`src/rtl/pc_sequencer_if.sv`:
```
// Sequencer <-> ROM/datapath signal bundle. The sequencer drives the
// instruction pointer and status; the ROM/datapath side drives the rest.
interface pc_sequencer_if;
   logic [27:0] instruction;
   logic        branch_taken;
   logic        hold;
   logic [15:0] address;
   logic        stall;
   logic        stack_error;

   modport master (
      input  instruction, branch_taken, hold,
      output address, stall, stack_error
   );

   modport slave (
      output instruction, branch_taken, hold,
      input  address, stall, stack_error
   );
endinterface

```
`src/rtl/pc_sequencer.sv`:
```
// Program-counter sequencer: JMP/BLE/CALL/RET flow control, NOP delay
// countdown, external freeze, and a bounded return-address stack.
module pc_sequencer #(
   parameter int         STACK_DEPTH = 8,
   parameter logic [3:0] OP_NOP      = 4'h0,
   parameter logic [3:0] OP_JMP      = 4'h1,
   parameter logic [3:0] OP_CALL     = 4'h2,
   parameter logic [3:0] OP_RET      = 4'h3,
   parameter logic [3:0] OP_BLE      = 4'h4
) (
   input logic            clk,
   input logic            rst,
   pc_sequencer_if.master bus
);
   localparam int SPW  = $clog2(STACK_DEPTH + 1);
   localparam int IDXW = $clog2(STACK_DEPTH);
   localparam logic [SPW-1:0] SP_FULL = SPW'(STACK_DEPTH);

   localparam logic [0:0] S_EXEC  = 1'b0;
   localparam logic [0:0] S_DELAY = 1'b1;

   logic [0:0]     state;
   logic [23:0]    cnt;
   logic [SPW-1:0] sp;
   logic [15:0]    addr;
   logic           err;
   logic [15:0]    stack [STACK_DEPTH];

   logic [3:0]     op;
   logic [15:0]    tgt;
   logic [15:0]    addr_inc;
   logic [23:0]    delay;
   logic [SPW-1:0] sp_dec;
   logic           adv;
   logic           full;
   logic           empty;
   logic           push;

   assign op       = bus.instruction[27:24];
   assign tgt      = {8'h00, bus.instruction[23:16]};
   assign delay    = bus.instruction[23:0];
   assign addr_inc = addr + 16'd1;
   assign sp_dec   = sp - SPW'(1);
   assign full     = (sp == SP_FULL);
   assign empty    = (sp == '0);
   assign adv      = !rst && !bus.hold && (state == S_EXEC);
   assign push     = adv && (op == OP_CALL) && !full;

   // Entries need no reset; sp alone defines which are live.
   always_ff @(posedge clk) begin
      if (push) stack[sp[IDXW-1:0]] <= addr_inc;
   end

   always_ff @(posedge clk) begin
      if (rst) begin
         addr  <= '0;
         state <= S_EXEC;
         cnt   <= '0;
         sp    <= '0;
         err   <= 1'b0;
      end else if (!bus.hold) begin
         case (state)
            S_EXEC: begin
               case (op)
                  OP_NOP: begin
                     if (delay == '0) addr <= addr_inc;
                     else begin
                        cnt   <= delay;
                        state <= S_DELAY;
                     end
                  end
                  OP_JMP: addr <= tgt;
                  OP_BLE: addr <= bus.branch_taken ? tgt : addr_inc;
                  OP_CALL: begin
                     if (full) begin
                        err  <= 1'b1;
                        addr <= addr_inc;
                     end else begin
                        sp   <= sp + SPW'(1);
                        addr <= tgt;
                     end
                  end
                  OP_RET: begin
                     if (empty) begin
                        err  <= 1'b1;
                        addr <= addr_inc;
                     end else begin
                        sp   <= sp_dec;
                        addr <= stack[sp_dec[IDXW-1:0]];
                     end
                  end
                  default: addr <= addr_inc;
               endcase
            end
            S_DELAY: begin
               // Exit on 1 so that a NOP of N occupies N+1 cycles in total.
               if (cnt == 24'd1) begin
                  addr  <= addr_inc;
                  cnt   <= '0;
                  state <= S_EXEC;
               end else begin
                  cnt <= cnt - 24'd1;
               end
            end
            default: state <= S_EXEC;
         endcase
      end
   end

   assign bus.address     = addr;
   assign bus.stack_error = err;
   assign bus.stall       = bus.hold || ((state == S_DELAY) && !rst);
endmodule

```
`src/flat_wrapper.sv`:
```
// flat-port wrapper written by rule: the top's interface ports become plain ports
module pc_sequencer_flat 
#(
   parameter int         STACK_DEPTH = 8,
   parameter logic [3:0] OP_NOP      = 4'h0,
   parameter logic [3:0] OP_JMP      = 4'h1,
   parameter logic [3:0] OP_CALL     = 4'h2,
   parameter logic [3:0] OP_RET      = 4'h3,
   parameter logic [3:0] OP_BLE      = 4'h4
)
  (clk, rst, bus_instruction, bus_branch_taken, bus_hold, bus_address, bus_stall, bus_stack_error);
  pc_sequencer_if bus_i ();
  input logic clk;
  input logic rst;
  input wire logic [$bits(bus_i.instruction)-1:0] bus_instruction;
  input wire logic [$bits(bus_i.branch_taken)-1:0] bus_branch_taken;
  input wire logic [$bits(bus_i.hold)-1:0] bus_hold;
  output wire logic [$bits(bus_i.address)-1:0] bus_address;
  output wire logic [$bits(bus_i.stall)-1:0] bus_stall;
  output wire logic [$bits(bus_i.stack_error)-1:0] bus_stack_error;
  assign bus_i.instruction = bus_instruction;
  assign bus_i.branch_taken = bus_branch_taken;
  assign bus_i.hold = bus_hold;
  assign bus_address = bus_i.address;
  assign bus_stall = bus_i.stall;
  assign bus_stack_error = bus_i.stack_error;
  pc_sequencer #(.STACK_DEPTH(STACK_DEPTH), .OP_NOP(OP_NOP), .OP_JMP(OP_JMP), .OP_CALL(OP_CALL), .OP_RET(OP_RET), .OP_BLE(OP_BLE)) u_core (.clk(clk), .rst(rst), .bus(bus_i));
endmodule
```
`config.mk`:
```
export PLATFORM = sky130hd
export DESIGN_NAME = pc_sequencer_flat
export DESIGN_NICKNAME = d
export VERILOG_FILES = /design/src/rtl/pc_sequencer_if.sv /design/src/rtl/pc_sequencer.sv /design/src/flat_wrapper.sv
export SDC_FILE = /design/constraint.sdc
export NUM_CORES = 1
export LEC_CHECK = 0
export ABC_AREA = 1
export ABC_CLOCK_PERIOD_IN_PS = 5720
export CAP_MARGIN = 20
export CORE_MARGIN = 1
export CORE_UTILIZATION = 52
export CTS_BUF_LIST = sky130_fd_sc_hd__clkbuf_16
export DETAILED_ROUTE_END_ITERATION = 16
export PLACE_DENSITY = 0.76
export SYNTH_ARGS = -nofsm -noshare
export SYNTH_HDL_FRONTEND = slang
export SYNTH_SLANG_ARGS = --single-unit
```
`constraint.sdc`:
```
create_clock -name clk -period 5.72 [get_ports clk]
set_clock_uncertainty 0.15 [all_clocks]
set_input_delay 0.858 -clock clk [delete_from_list [all_inputs] [get_ports clk]]
set_output_delay 0.858 -clock clk [all_outputs]
set_load 0.01 [all_outputs]
```
Word level (Yosys, flattened, before mapping). Memory sizes are Yosys's and may differ from the RTL's. Cells that the tools add are included.

Flip-flop bits (word level): 46. Latch bits: 0. RAM bits: 128. ROM bits: 0. Input port bits: 32. Memories: 1.

Add/sub/neg operators: 4. Multipliers: 0. Div/mod/pow operators: 0. Magnitude comparators: 0. Equal/unequal tests: 14. Shift operators: 0. Mux-type cells: 23. Bitwise gates (word level): 2. Reductions and logical operators: 17.

Memories: u_core.stack (depth 8, bits a word 16, rd ports 1, clocked after Yosys merged registers in 0, wr ports 1, line pc_sequencer.sv:27) `logic [15:0] stack [STACK_DEPTH];`.

Operators with widths (count): two-way mux 16 bit (5); one-hot mux 16 bit (5 select lines) (1); two-way mux 24 bit (3); one-hot mux 24 bit (2 select lines) (1); one-hot mux 16 bit (2 select lines) (1); equality test 24 x 1 -> 1 bit, second input constant (1); logical NOT 24 bit (1); subtractor 24 x 1 -> 24 bit, second input constant (1); adder 16 x 1 -> 16 bit, second input constant (1); inequality test 2 bit, second input constant (5); AND reduction 5 bit (2); equality test 4 x 2 -> 1 bit, second input constant (2); logical NOT 4 bit (2); two-way mux 4 bit (2); one-hot mux 4 bit (2 select lines) (1); two-way mux 1 bit (7); AND reduction 3 bit (2); logical AND 1 bit (5); adder 4 x 1 -> 4 bit, second input constant (1); equality test 4 x 1 -> 1 bit, second input constant (1); equality test 4 x 3 -> 1 bit, second input constant (1); equality test 4 bit, second input constant (1); inequality test 2 x 1 -> 1 bit, second input constant (2); one-hot mux 1 bit (2 select lines) (2); other kinds (6) (9).

Logic depth before layout (Yosys ltp).
Word-level depth: 7. Mapped depth: 15. Gate-level depth less buffers: 12.

Worst setup path before layout. Ideal clock, no wire load.

Path kind: register -> register. From: register u_core.sp[0]. To: memory u_core.stack[7][0] (enable). Setup time: 430 ps. Arrival: 2833 ps. Path slack: 2307 ps. Stages on the path, launching flop included: 8. Cell sequence: dfxtp_1 > inv_1 > buf_2 > buf_1 > ha_1 > nand3_1 > nand3_1 > nor4_1.

Cells in the longest elaborated chain, start to end: 5.

RTL lines: start, declared (line pc_sequencer.sv:24) `logic [SPW-1:0] sp;`; start signal, assigned (line pc_sequencer.sv:79) `sp <= sp + SPW'(1);`; start signal, assigned (line pc_sequencer.sv:88) `sp <= sp_dec;`; equality test 4 bit (line pc_sequencer.sv:44) `assign full = (sp == SP_FULL);`; logical NOT 1 bit (line pc_sequencer.sv:47) `assign push = adv && (op == OP_CALL) && !full;`; logical AND 1 bit (line pc_sequencer.sv:47); two-way mux 1 bit (line pc_sequencer.sv:51) `if (push) stack[sp[IDXW-1:0]] <= addr_inc;`; two-way mux 1 bit (implied by the code) (line pc_sequencer.sv:51); end, declared (line pc_sequencer.sv:27).

Parallel ways exist; a longest one is shown, timed or not.

Worst setup path in the final report.
From: register u_core.sp[0]. To: register u_core.addr[13], in the netlist u_core.bus.address[13].

Cells in the longest elaborated chain, start to end: 5.

RTL lines: subtractor 4 x 1 -> 4 bit (line pc_sequencer.sv:43) `assign sp_dec = sp - SPW'(1);`; memory (8 x 16 bit); two-way mux 16 bit (line pc_sequencer.sv:84) `if (empty) begin`; one-hot mux 16 bit (5 select lines) (*) (line pc_sequencer.sv:64) `case (op)`; one-hot mux 16 bit (2 select lines) (*) (line pc_sequencer.sv:62) `case (state)`; end signal, assigned (line pc_sequencer.sv:66) `if (delay == '0) addr <= addr_inc;`; end signal, assigned (line pc_sequencer.sv:86) `addr <= addr_inc;`; end signal, assigned (line pc_sequencer.sv:89) `addr <= stack[sp_dec[IDXW-1:0]];`; end, declared (line pc_sequencer.sv:25) `logic [15:0] addr;`.

Every way passes the cells marked *; elsewhere a longest branch is shown, timed or not. A chain may end at the register's enable or synchronous reset.

==> impl_metrics.xml <==
<?xml version="1.0" encoding="UTF-8"?>
<metrics>
  <group name="yosys">
    <metric name="synth_cell_types" unit="">39</metric>
    <metric name="synthCells" unit="">1047</metric>
    <metric name="synthesis.nets" unit="">1086</metric>
    <metric name="synthesis.area" unit="um^2">8770</metric>
    <metric name="yosys_warnings" unit="">0</metric>
    <metric name="synth_seq_area_share" unit="%">54.3</metric>
    <metric name="yosys_register_bits" unit="">174</metric>
    <metric name="syn_avg_cell_area" unit="um^2">8.38</metric>
  </group>
  <group name="setup_path">
    <metric name="crit_path_cells" unit="">buf_4, clkinv_1, ha_1, buf_4, inv_1, o21ai_0, o22ai_1, nand2_1, nand2_1, nand2_1, nand2_1, nor2_1, nor2_1</metric>
    <metric name="worst_setup_path_start_kind" unit="">flop</metric>
    <metric name="rr_worst_depth" unit="">13</metric>
    <metric name="critical-path-top-cell-by-count" unit="">nand2_1</metric>
    <metric name="critPathCaptureType" unit="">flop</metric>
    <metric name="setup.worst_path.class" unit="">reg2reg</metric>
    <metric name="critPathArrivalTime" unit="ns">3.98</metric>
    <metric name="timing.rr.start" unit="">u_core.sp[0]</metric>
    <metric name="r2r-end" unit="">u_core.bus.address[13]</metric>
    <metric name="worstPathRequired" unit="ns">5.93</metric>
    <metric name="crit_fanout" unit="">68</metric>
    <metric name="reg2reg_setup_slack" unit="ns">1.95</metric>
    <metric name="delay_of_the_slowest_cell_on_the_worst_path" unit="ns">0.81</metric>
    <metric name="cell_with_the_biggest_individual_delay_on_the_critical_path" unit="">inv_1</metric>
  </group>
  <group name="cells_and_area">
    <metric name="stdcell_area" unit="um^2">10100</metric>
    <metric name="drive_gt1_share" unit="%">7.62</metric>
    <metric name="antenna_cells" unit="">0</metric>
    <metric name="area_growth_from_synthesis_to_layout" unit="%">15.2</metric>
    <metric name="num-nets-final" unit="">1129</metric>
  </group>
  <group name="floorplanning">
    <metric name="dieArea" unit="um^2">17400</metric>
    <metric name="floorplan.io_pins" unit="">50</metric>
    <metric name="core" unit="um^2">16500</metric>
    <metric name="row_count" unit="">47</metric>
    <metric name="initial_core_util" unit="%">53.1</metric>
    <metric name="floorplan.die.width" unit="um">132</metric>
    <metric name="fp.dieH" unit="um">132</metric>
  </group>
  <group name="timing">
    <metric name="fin_crit_sh" unit="%">65.9</metric>
    <metric name="maxClockFrequency" unit="MHz">265</metric>
    <metric name="slew_headroom" unit="%">29.6</metric>
    <metric name="worst_hold_slack" unit="ns">0.323</metric>
    <metric name="final-hold-violation-count" unit="">0</metric>
    <metric name="final_setup_fails" unit="">0</metric>
    <metric name="final_max_slew_viol_count" unit="">0</metric>
    <metric name="tightestPinTransition" unit="ns">1.05</metric>
    <metric name="finalCriticalPeriod" unit="ns">3.77</metric>
    <metric name="timing.setup.tns" unit="ns">0</metric>
    <metric name="rsz_0062_raised_after_global_routing" unit="">false</metric>
  </group>
  <group name="power">
    <metric name="power.total" unit="uW">2900</metric>
    <metric name="power.static_leakage" unit="uW">0.00407</metric>
    <metric name="cell_pwr_density" unit="nW/um^2">287</metric>
    <metric name="vdd.ir_drop.worst" unit="V">0.000194</metric>
  </group>
  <group name="hold_path">
    <metric name="hold_path_class" unit="">reg2reg</metric>
    <metric name="worstHoldPathCells" unit="">1</metric>
    <metric name="worstHoldEndpoint" unit="">u_core.bus.stack_error</metric>
    <metric name="hp-start" unit="">u_core.bus.stack_error</metric>
  </group>
  <group name="cts">
    <metric name="cts_resizes" unit="">0</metric>
    <metric name="clkLatencyLatePin" unit="ns">0.43</metric>
    <metric name="max-clock-path-buffers" unit="">2</metric>
    <metric name="htreeDepth" unit="">4</metric>
    <metric name="cts_tree" unit="">built</metric>
    <metric name="numCtsBuffers" unit="">17</metric>
    <metric name="post_cts_hold_buffer_count" unit="">0</metric>
    <metric name="cell_at_the_root_of_the_clock_tree" unit="">clkbuf_16</metric>
    <metric name="clock-sinks" unit="">174</metric>
    <metric name="cts_setup_buffers" unit="">0</metric>
    <metric name="clock_pin_slew_of_the_registers_on_the_worst_case_setup_and_hold_paths" unit="ns">0.07</metric>
  </group>
  <group name="global_routing">
    <metric name="grt_antenna_before_repair" unit="">0</metric>
    <metric name="grt_pass1_vias" unit="">6687</metric>
    <metric name="global_route.overflow_total" unit="">0</metric>
    <metric name="pin_count_of_the_biggest_net_entering_global_routing" unit="">69</metric>
    <metric name="global_route.usage.total" unit="%">25.6</metric>
    <metric name="global_route_wire_length_before_repair" unit="mm">34.5</metric>
  </group>
  <group name="detailed_routing">
    <metric name="total_routed_wirelength" unit="mm">21.6</metric>
    <metric name="dr.first_iter.drc_count" unit="">743</metric>
    <metric name="wl_per_cell" unit="um">16.3</metric>
    <metric name="dr.pass1.iters" unit="">5</metric>
    <metric name="detail_route.vias_per_cell" unit="">5.43</metric>
    <metric name="post-route-drc-count" unit="">0</metric>
    <metric name="drtAntennaViolNets" unit="">0</metric>
    <metric name="num_vias" unit="">7185</metric>
  </group>
  <group name="place">
    <metric name="hpwlAfterDp" unit="mm">14.1</metric>
    <metric name="finalWeightedCongestion" unit="">0.898</metric>
    <metric name="placed_cell_area" unit="um^2">9480</metric>
    <metric name="port_buffers" unit="">49</metric>
  </group>
  <group name="run_status">
    <metric name="run_status" unit="">complete, no violations</metric>
  </group>
  <group name="flow_run">
    <metric name="max_cap_violations" unit="">0</metric>
  </group>
</metrics>
worst max path at each step:
stage / cells past startpoint / to / startpoint
after floorplan: 7 / u_core.stack[7][0] / u_core.sp[0]
after global routing: 13 / u_core.bus.address[13] / u_core.sp[0]
after global placement: 3 / bus_stall / rst
final: 13 / u_core.bus.address[13] / u_core.sp[0]
after detailed placement: 13 / u_core.bus.address[9] / u_core.sp[0]
after CTS: 13 / u_core.bus.address[9] / u_core.sp[0]
flip-flops by register name, summed over array words and instances, names as in the netlist:
name                    flops
u_core.stack              128
u_core.cnt                 24
u_core.bus.address         16
u_core.sp                   4
u_core.bus.stack_error      1
u_core.state                1
layer usage:
layer / vias up / wire [um] / track usage [%]
li1: 3534 / - / -
met1: 3311 / 9360 / 35.8
met2: 312 / 10000 / 39.8
met3: 28 / 1890 / 5.57
met4: 0 / 284 / 7.82
met5: - / 0 / 0
cells in the final DEF, fill, tap and decap left out, types with 5 or more instances in the layout:
master           count
ha_1                 7
edfxtp_1           128
nor2_2               6
nand3_1             98
nand4_1              7
inv_1               66
nor2_1             182
clkdlybuf4s50_1     49
nor3_2               5
nand2_1            293
inv_2                5
buf_4               13
clkbuf_16           17
xnor2_1              5
dfxtp_1             45
clkinv_8             5
nand2_2              8
o21ai_0             63
a21oi_1             28
nor3_1               5
xor2_1              22
logic make-up after synthesis:
family,count (synthesis),synth area share (%)
xor gates and xnor gates,29,3.07
DFF,174,54.3
muxes,4,0.456
adders and majority gates,7,0.998
AOI/OAI and AO/OA,108,6.86
and+or+nand+nor,614,29.1
buffers and inverters,111,5.19
power breakdown:
part	switching, uW	total, uW	internal [uW]
logic	243	374	132
clock network	545	1130	585
registers	22.1	1400	1380
total	809	2900	2090
metrics by stage:
step | utilization, % | setup slack, ns | std cells
6_report | 61.2 | 1.95 | 1323
5_1_grt | 61.2 | 1.70 | 1323
4_1_cts | 61.0 | 2.02 | 1322
3_5_place_dp | 57.4 | 2.04 | 1290
3_3_place_gp | 57.4 | 2.08 | 1290
2_1_floorplan | - | 2.31 | 1047
synthesized netlist by cell type, drive strengths merged:
library cell | n | area share (%)
o211ai | 4 | 0.34
mux2i | 4 | 0.46
nor3 | 10 | 0.57
nand2 | 302 | 13
dfxtp | 46 | 10
nor2 | 191 | 8.6
ha | 7 | 1.0
nand4 | 7 | 0.50
a21oi | 31 | 2.2
and2 | 1 | 0.071
xor2 | 23 | 2.4
edfxtp | 128 | 44
inv | 72 | 3.1
nor4 | 1 | 0.071
o21ai | 64 | 3.7
nand3b | 1 | 0.086
xnor2 | 6 | 0.68
or2 | 1 | 0.071
clkbuf | 18 | 0.81
a21boi | 3 | 0.26
o21a | 2 | 0.17
o22ai | 4 | 0.29
buf | 21 | 1.3
nand3 | 100 | 5.9
cell type report:
class	count	area (um^2)
inverter	72	270
sequential	174	4770
tap	220	275
timing repair buffer	63	616
fill	1376	6420
clock buffer	17	425
multi-input combinational	762	3580
clock inverter	15	171
worst max-delay path, delay by kind of cell, from the launching register on:
kind                       cells  cell delay, ns
buffers and inverters          4            1.88
and+or+nand+nor                6            0.53
AOI/OAI and AO/OA              2            0.45
adders and majority gates      1            0.33
DFF                            1            0.32
No activity file was read; power rests on OpenSTA's default activity.
